<file path="src/rtl/adder_tree_pkg.sv">
// adder_tree_pkg: width helpers and default parameters shared by the pipelined adder tree.
package adder_tree_pkg;
    localparam int DEF_NUM_INPUTS = 8;
    localparam int DEF_IN_WIDTH = 8;
    localparam int DEF_ACC_WIDTH = 24;
    function automatic int clog2(input int n);
        int r;
        r = 0;
        while ((1 << r) < n) r++;
        return r;
    endfunction
    function automatic int levels(input int n);
        return clog2(n);
    endfunction
    function automatic int sum_width(input int n, input int w);
        return w + clog2(n);
    endfunction
endpackage

</file>
<file path="src/rtl/adder_tree_level.sv">
// adder_tree_level: one registered tree level, N_IN operands in, N_IN/2 pairwise sums (one bit wider) out.
// HOLD=1 makes the data register load only on valid and clear on reset, for use as the output stage.
module adder_tree_level #(
    parameter int N_IN = 2,
    parameter int W_IN = 8,
    parameter bit SIGNED = 1'b0,
    parameter bit HOLD = 1'b0
) (
    input  logic                         clk,
    input  logic                         reset,
    input  logic [N_IN*W_IN-1:0]         in_data,
    input  logic                         in_valid,
    output logic [N_IN/2*(W_IN+1)-1:0]   out_data,
    output logic                         out_valid
);
    logic [N_IN/2*(W_IN+1)-1:0] sums;
    for (genvar i = 0; i < N_IN / 2; i++) begin : p
        logic [W_IN-1:0] a, b;
        assign a = in_data[2*i*W_IN +: W_IN];
        assign b = in_data[(2*i+1)*W_IN +: W_IN];
        assign sums[i*(W_IN+1) +: W_IN+1] = {SIGNED & a[W_IN-1], a} + {SIGNED & b[W_IN-1], b};
    end
    always_ff @(posedge clk) begin
        out_valid <= reset ? 1'b0 : in_valid;
        if (HOLD && reset) out_data <= '0;
        else if (!HOLD || in_valid) out_data <= sums;
    end
endmodule

</file>
<file path="src/rtl/adder_tree_pipelined.sv">
// adder_tree_pipelined: fully pipelined NUM_INPUTS-operand adder tree, one register stage per level.
// Define ADDER_TREE_ACCUM_EN to add a grouped accumulator stage driven by acc_first/acc_last.
module adder_tree_pipelined
    import adder_tree_pkg::*;
#(
    parameter int NUM_INPUTS = DEF_NUM_INPUTS,
    parameter int IN_WIDTH = DEF_IN_WIDTH,
    parameter int SIGNED = 0,
    parameter int ACC_WIDTH = DEF_ACC_WIDTH
) (
    input  logic                             clk,
    input  logic                             reset,
    input  logic [NUM_INPUTS*IN_WIDTH-1:0]   in_data,
    input  logic                             in_valid,
    input  logic                             acc_first,
    input  logic                             acc_last,
`ifdef ADDER_TREE_ACCUM_EN
    output logic [ACC_WIDTH-1:0]             sum_out,
`else
    output logic [sum_width(NUM_INPUTS, IN_WIDTH)-1:0] sum_out,
`endif
    output logic                             out_valid
);
    localparam int LEVELS = levels(NUM_INPUTS);
    localparam int SUM_WIDTH = sum_width(NUM_INPUTS, IN_WIDTH);
`ifdef ADDER_TREE_ACCUM_EN
    localparam bit HOLD_LAST = 1'b0;
`else
    localparam bit HOLD_LAST = 1'b1;
`endif
    logic [SUM_WIDTH-1:0] tree_sum;
    logic                 tree_valid;
    for (genvar k = 0; k < LEVELS; k++) begin : g
        localparam int N = NUM_INPUTS >> k;
        localparam int W = IN_WIDTH + k;
        localparam bit H = (k == LEVELS - 1) && HOLD_LAST;
        logic [N/2*(W+1)-1:0] d;
        logic                 v;
        if (k == 0) begin : h
            adder_tree_level #(.N_IN(N), .W_IN(W), .SIGNED(SIGNED != 0), .HOLD(H)) u_level (
                .clk(clk), .reset(reset), .in_data(in_data), .in_valid(in_valid),
                .out_data(d), .out_valid(v));
        end else begin : h
            adder_tree_level #(.N_IN(N), .W_IN(W), .SIGNED(SIGNED != 0), .HOLD(H)) u_level (
                .clk(clk), .reset(reset), .in_data(g[k-1].d), .in_valid(g[k-1].v),
                .out_data(d), .out_valid(v));
        end
    end
    assign tree_sum = g[LEVELS-1].d;
    assign tree_valid = g[LEVELS-1].v;
`ifdef ADDER_TREE_ACCUM_EN
    // Group flags ride a shift register aligned with the tree levels.
    logic [1:0]           flags [LEVELS];
    logic [ACC_WIDTH-1:0] acc, ext_sum, acc_next;
    always_ff @(posedge clk) begin
        flags[0] <= {acc_first, acc_last};
        for (int i = 1; i < LEVELS; i++) flags[i] <= flags[i-1];
    end
    assign ext_sum = (SIGNED != 0) ? ACC_WIDTH'($signed(tree_sum)) : ACC_WIDTH'(tree_sum);
    assign acc_next = (flags[LEVELS-1][1] ? '0 : acc) + ext_sum;
    always_ff @(posedge clk) begin
        if (reset) begin
            acc <= '0;
            sum_out <= '0;
            out_valid <= 1'b0;
        end else begin
            out_valid <= tree_valid & flags[LEVELS-1][0];
            if (tree_valid) acc <= acc_next;
            if (tree_valid && flags[LEVELS-1][0]) sum_out <= acc_next;
        end
    end
`else
    logic unused_cfg;
    assign unused_cfg = ^{acc_first, acc_last, ACC_WIDTH[0]};
    assign sum_out = tree_sum;
    assign out_valid = tree_valid;
`endif
endmodule

</file>
<file path="config.mk">
export PLATFORM = sky130hd
export DESIGN_NAME = adder_tree_pipelined
export DESIGN_NICKNAME = d
export VERILOG_FILES = /design/src/rtl/adder_tree_pkg.sv /design/src/rtl/adder_tree_level.sv /design/src/rtl/adder_tree_pipelined.sv
export SDC_FILE = /design/constraint.sdc
export NUM_CORES = 1
export LEC_CHECK = 0
export BUFFER_PORTS_ARGS = -buffer_cell sky130_fd_sc_hd__buf_2
export CAP_MARGIN = 30
export CORE_MARGIN = 8
export CORE_UTILIZATION = 55
export CTS_BUF_LIST = sky130_fd_sc_hd__clkbuf_8 sky130_fd_sc_hd__clkbuf_16
export CTS_CLUSTER_DIAMETER = 30
export DETAILED_ROUTE_END_ITERATION = 7
export PLACE_DENSITY = 0.88
export SETUP_SLACK_MARGIN = 0.3
export SLEW_MARGIN = 10
export SYNTH_ARGS = -nofsm -noshare
export SYNTH_HDL_FRONTEND = slang
export SYNTH_HIERARCHICAL = 1
export SYNTH_SLANG_ARGS = --single-unit
</file>
<file path="constraint.sdc">
create_clock -name clk -period 2.2 [get_ports clk]
set_input_delay 0.33 -clock clk [delete_from_list [all_inputs] [get_ports clk]]
set_output_delay 0.33 -clock clk [all_outputs]
set_load 0.01 [all_outputs]
</file>
Yosys cells after proc, flatten, opt, wreduce, memory -nomap -nowiden
Index checks and enable logic that the tools add are counted.
{ "totals": {"regBits": 70, "inputBits": 69, "output_inout_bits": 12} }
{ "op_classes": {"add_sub_neg": 7} }
{ "ops": {"columns": ["cell", "n"], "rows": [
  ["adder 8 x 8 -> 9 bit", 4],
  ["adder 9 x 9 -> 10 bit", 2],
  ["adder 10 x 10 -> 11 bit", 1]
]} }

Depth between registers and ports, before layout
{ "logic_depth": {"word_depth": 1, "mapped_depth": 8} }

By module
The synthesis kept the hierarchy.
{ "by_module_without_submodules": {"columns": ["module", "n_inst", "cells_per_inst", "area_each_um2"], "rows": [
  ["adder_tree_level (g[0].h.u_level)", 1, 176, 1915.6],
  ["adder_tree_level (g[1].h.u_level)", 1, 108, 1136.1],
  ["adder_tree_level (g[2].h.u_level)", 1, 95, 832.0]
]} }

Worst setup path before layout
OpenSTA, ideal clock, no wires.
{ "synth_timing": {"kind": "reg-to-reg", "start": "reg g[1].h.u_level.out_data[0]", "end": "reg g[2].h.u_level.out_data[6]", "arrival_ps": 1899, "t_required_ps": 2105, "path_slack_ps": 206, "path_stages_with_launch": 9, "path_buffers": 0, "path_cell_list": "dfxtp_1 ha_1 inv_1 fa_1 nand2b_1 a21oi_2 a31oi_1 or4b_1 o311ai_1"} }
{ "synth_via": {"elab_chain_len": 1} }
{ "synth_lines": {"columns": ["element", "line_no", "text"], "rows": [
  ["start, declared", "adder_tree_level.sv:13", "output logic [N_IN/2*(W_IN+1)-1:0] out_data,"],
  ["start signal, assigned", "adder_tree_level.sv:26", "else if (!HOLD || in_valid) out_data <= sums;"],
  ["adder 10 x 10 -> 11 bit", "adder_tree_level.sv:21", "assign sums[i*(W_IN+1) +: W_IN+1] = {SIGNED & a[W_IN-1], a} + {SIGNED & b[W_IN-1], b};"],
  ["end signal, assigned", "adder_tree_level.sv:26", null],
  ["end, declared", "adder_tree_level.sv:13", null]
]} }
No other way between the ends.
A chain may end at the register's enable or synchronous reset.

Final worst setup path
{ "layout_timing": {"start": "reg g[1].h.u_level.out_data[10]", "end": "reg g[2].h.u_level.out_data[6]"} }
Same word-level chain as after synthesis.

==> results.md <==
Outcome:
- The run finished with clean final reports.

Layout:
- The final antenna diode count is 0.
- The core occupancy in the finished layout is 0.676.
- The layout cell share with drive strength beyond 1 is 0.268.
- The library cell used most frequently in the layout, excluding fill and tap cells, is sky130_fd_sc_hd__buf_2.
- The final layout contains slightly above 600 nets.
- The top cell types in the final layout, fill and taps aside, are sky130_fd_sc_hd__buf_2, sky130_fd_sc_hd__dfxtp_1, sky130_fd_sc_hd__ha_1, sky130_fd_sc_hd__xnor2_1, sky130_fd_sc_hd__inv_1.
- The filler cells instantiated in the layout total between 500 and 600.
- The area growth from synthesis to layout is 18.9%.

Timing:
- Based on the critical path, the design can be clocked at up to 506 MHz.
- The final total negative setup slack is 0 ns.
- The worst-case headroom to the max-slew limit is 0.616.
- The transition time of the tightest slew-check pin is 0.575 ns.
- In the finished design, the share of the clock period the worst path needs comes to 0.899.
- The number of endpoints failing setup at the final stage is 0.
- Setup repair after global routing could not meet its margin everywhere.
- The total count of hold-check failures in the final report is 0.
- The count of pins over their slew limit is 0.
- Between clock sinks in the finished design, the worst skew comes to 0.00920 ns.
- The clock period minus worst slack is 1.98 ns.

Synthesis:
- The post-synthesis share of cell area spent on and, or, nand and nor gates is 0.0828.
- A synthesized cell averages approximately 10 um2.
- Of the synthesized area, sequential elements account for 0.361.
- Yosys printed 6 warnings.
- Synthesis produced a netlist whose cell count is 379.
- The number of synthesized register bits is 70.
- The mux contribution to synthesized area is 0.00773.
- The dominant combinational cell family by area after synthesis is adder cells.
- The fraction of synthesized cell area in xor and xnor cells is 0.0992.
- The complex-gate fraction of the synthesized area is 0.186.
- In the post-synthesis netlist, the biggest area contributors are sky130_fd_sc_hd__dfxtp_1, sky130_fd_sc_hd__ha_1, sky130_fd_sc_hd__xnor2_1.
- The arithmetic-cell share of the synthesized area counting full adders, half adders and majority gates is 0.229.
- The share of synthesized area in the top cell type comes to 0.361.
- Synthesis produced a netlist with a net count of 515.
- Of all cell types, the one taking the most synthesized area is sky130_fd_sc_hd__dfxtp_1.
- The unique cell type count in the Yosys netlist is 50.
- The mapped cell area is 3880 um2.

Place:
- The half-perimeter wire length after detailed placement is about 6100 um.
- The routability-driven placement congestion ratio is between 0.8 and 0.9.
- In this run the tool buffered the top-level ports with slightly below 80 buffer cells.

Setup path:
- STA classifies the critical path endpoint as a register.
- The worst reg-to-reg setup slack is about 0.22 ns.
- The required arrival time at the worst endpoint is around 2.4 ns.
- The largest fanout of any net on the critical path is 4.
- The signal on the critical path passes through ha_4 -> inv_2 -> fa_2 -> nand2b_4 -> a21oi_4 -> a31oi_4 -> or4b_1 -> o311ai_1.
- Data on the critical path arrives at its endpoint at 2.22 ns.
- The critical path is of the register to register type.
- In this run the worst setup path begins at g[1].h.u_level/out_data[10].
- The worst register-to-register path begins at g[1].h.u_level/out_data[10].
- The worst setup path is launched from a register.
- The end of the worst register-to-register path is g[2].h.u_level/out_data[6].
- The master of the slowest instance on the critical path is sky130_fd_sc_hd__or4b_1.
- The depth of the worst register-to-register path is 8.
- The critical path ends at g[2].h.u_level/out_data[6].
- The maximum single-stage delay on the critical path is 0.47 ns.

Clock tree:
- Clock-pin slew was measured on the worst setup and hold paths at around 0.070 ns.
- The root cell of the clock tree is sky130_fd_sc_hd__clkbuf_8.
- TritonCTS built the clock tree.
- The H-tree generated during clock tree synthesis spans 3 levels.
- The count of clock tree sinks is 70.
- The number of buffers inserted during clock tree synthesis is 9.
- Buffers inserted to repair hold after CTS numbered 0.
- The longest clock path from root to sink contains 2 buffers.
- The latest clock arrival within the worst-skew pair is approximately 0.34 ns.

Die:
- The floorplan step set the die height to approximately 100 um.
- The die footprint is 10000 um2.
- The die span in x is 100 um.
- The number of top-level pins is between 80 and 90.
- The starting density of the core is 0.568.
- The core footprint is 6830 um2.
- The number of cell rows is 30.

Min path:
- In this run the worst hold path is classified as primary input to register.

Drt:
- The number of violations reported at the end of detailed-routing iteration 0 is around 130.
- The via count of the routed design is 2927.
- In the final routed layout, each cell accounts on average for 13.2 um.
- For this run, design rule violations remaining after detail routing come to 0.
- The wire length after detailed routing is 7530 um.
- The number of search-and-repair iterations in the first detailed-routing pass is 4.
- In this run the remaining antenna-violating nets after routing total 0.
- Using the TritonRoute via totals, the vias-per-cell ratio works out to a little over 5.

Flow run:
- Across the run, the number of max-cap violations was 0.

Global route:
- Summed over all layers, the global routing overflow is 0.
- The first global-routing pass estimated 12600 um of wire.
- The initial antenna violation count is 0.
- Entering global routing, the biggest net connects 18 pins.
- In the global route stage, overall resource usage came out at 0.154.
- The via count of the first global-routing pass is approximately 3100.

Power and ir drop:
- The power per cell area is ~1100 nW/um2.
- VDD sags by at most roughly 0.5 mV.
- The leakage power of the design is 2.18 nW.
==> per-stage QoR <==
stage	setup slack, ns	instances	instance area [um2]	power, mW	hold WS (ns)
after floorplan	0.270	379	3910	3.65	0.402
after global placement	0.217	551	4400	4.05	0.428
final	0.222	570	4620	5.16	0.211
after CTS	0.190	568	4590	5.11	0.194
after global routing	0.156	570	4620	5.55	0.189
after detailed placement	0.147	551	4400	4.18	0.431
==> metal layers <==
layer	wire (um)	track usage	part of all wire	up-vias
li1	-	-	-	1511
met1	3290	0.160	0.44	1343
met2	3800	0.274	0.50	67
met3	347	0.0519	0.046	6
met4	95	0.0686	0.013	0
met5	0	0	0	-
==> worst min-delay path by stage <==
stage / from / to / slack, ns / depth (start not counted)
floorplan: reset / g[0].h.u_level/out_valid / 0.40 / 1
global placement: g[0].h.u_level/out_valid / g[1].h.u_level/out_valid / 0.43 / 1
detailed placement: g[0].h.u_level/out_valid / g[1].h.u_level/out_valid / 0.43 / 1
CTS: in_data[40] / g[0].h.u_level/out_data[18] / 0.19 / 2
global route: in_data[8] / g[0].h.u_level/out_data[0] / 0.19 / 2
finish: in_data[40] / g[0].h.u_level/out_data[18] / 0.21 / 2
==> where the power goes <==
part / total (mW) / internal [mW] / switching, mW / leakage, nW
Clock: 0.863 / 0.400 / 0.463 / 0.0862
Combinational: 2.53 / 1.17 / 1.36 / 1.51
Sequential: 1.77 / 1.63 / 0.141 / 0.587
Total: 5.16 / 3.20 / 1.96 / 2.18
==> repair_timing <==
item / CTS / global route
endpoints found under the setup margin: 3 / 5
pin swaps: 5 / 3
buffers inserted: 1 / 2
resized for setup: 3 / 4
==> cells in the mapped netlist, drive strengths merged <==
master / count
nand3b: 2
nor3: 2
dfxtp: 70
or3: 5
mux2i: 3
nor2: 15
nand4b: 1
o21ai: 19
nand2: 16
ha: 60
nor3b: 2
a21oi: 38
xnor2: 35
a31o: 1
buf: 1
and3: 1
o22ai: 4
o211ai: 3
o21bai: 4
a211oi: 4
a311oi: 1
inv: 30
o21a: 4
nor2b: 6
o221ai: 2
o211a: 1
a21boi: 3
o311ai: 1
nand2b: 4
clkbuf: 1
a21o: 11
nand4: 1
a211o: 1
fa: 7
xor2: 9
or4b: 1
nor4: 1
a31oi: 4
and2: 1
nand3: 4
==> cells by family after synthesis <==
| group | after synthesis |
|---|---|
| AO/OA/AOI/OAI | 101 |
| flip-flops | 70 |
| adder cells (fa/ha/maj) | 67 |
| AND/OR/NAND/NOR | 62 |
| XOR/XNOR | 44 |
| buffers and inverters | 32 |
| multiplexers | 3 |
==> cell type report <==
class	instances	area [um2]	share of cell area
Multi-Input combinational cell	277	2400	0.520
Sequential cell	70	1400	0.304
Timing Repair Buffer	81	413	0.0894
Clock buffer	9	124	0.0268
Inverter	30	113	0.0244
Tap cell	96	120	0.0260
Clock inverter	7	42.5	0.00921
==> state kept, by name, summed over array words and instances, names as in the netlist <==
signal,flops
g.h.u_level/out_valid,3
g.h.u_level/out_data,67
==> worst max-delay path: cells and delay by family, from the launching register on <==
family | cells | cell delay [ns]
flip-flops | 1 | 0.34
buffers and inverters | 1 | 0.03
AND/OR/NAND/NOR | 2 | 0.63
adder cells (fa/ha/maj) | 2 | 0.47
AO/OA/AOI/OAI | 3 | 0.40
No activity file was read; power rests on OpenSTA's default activity.
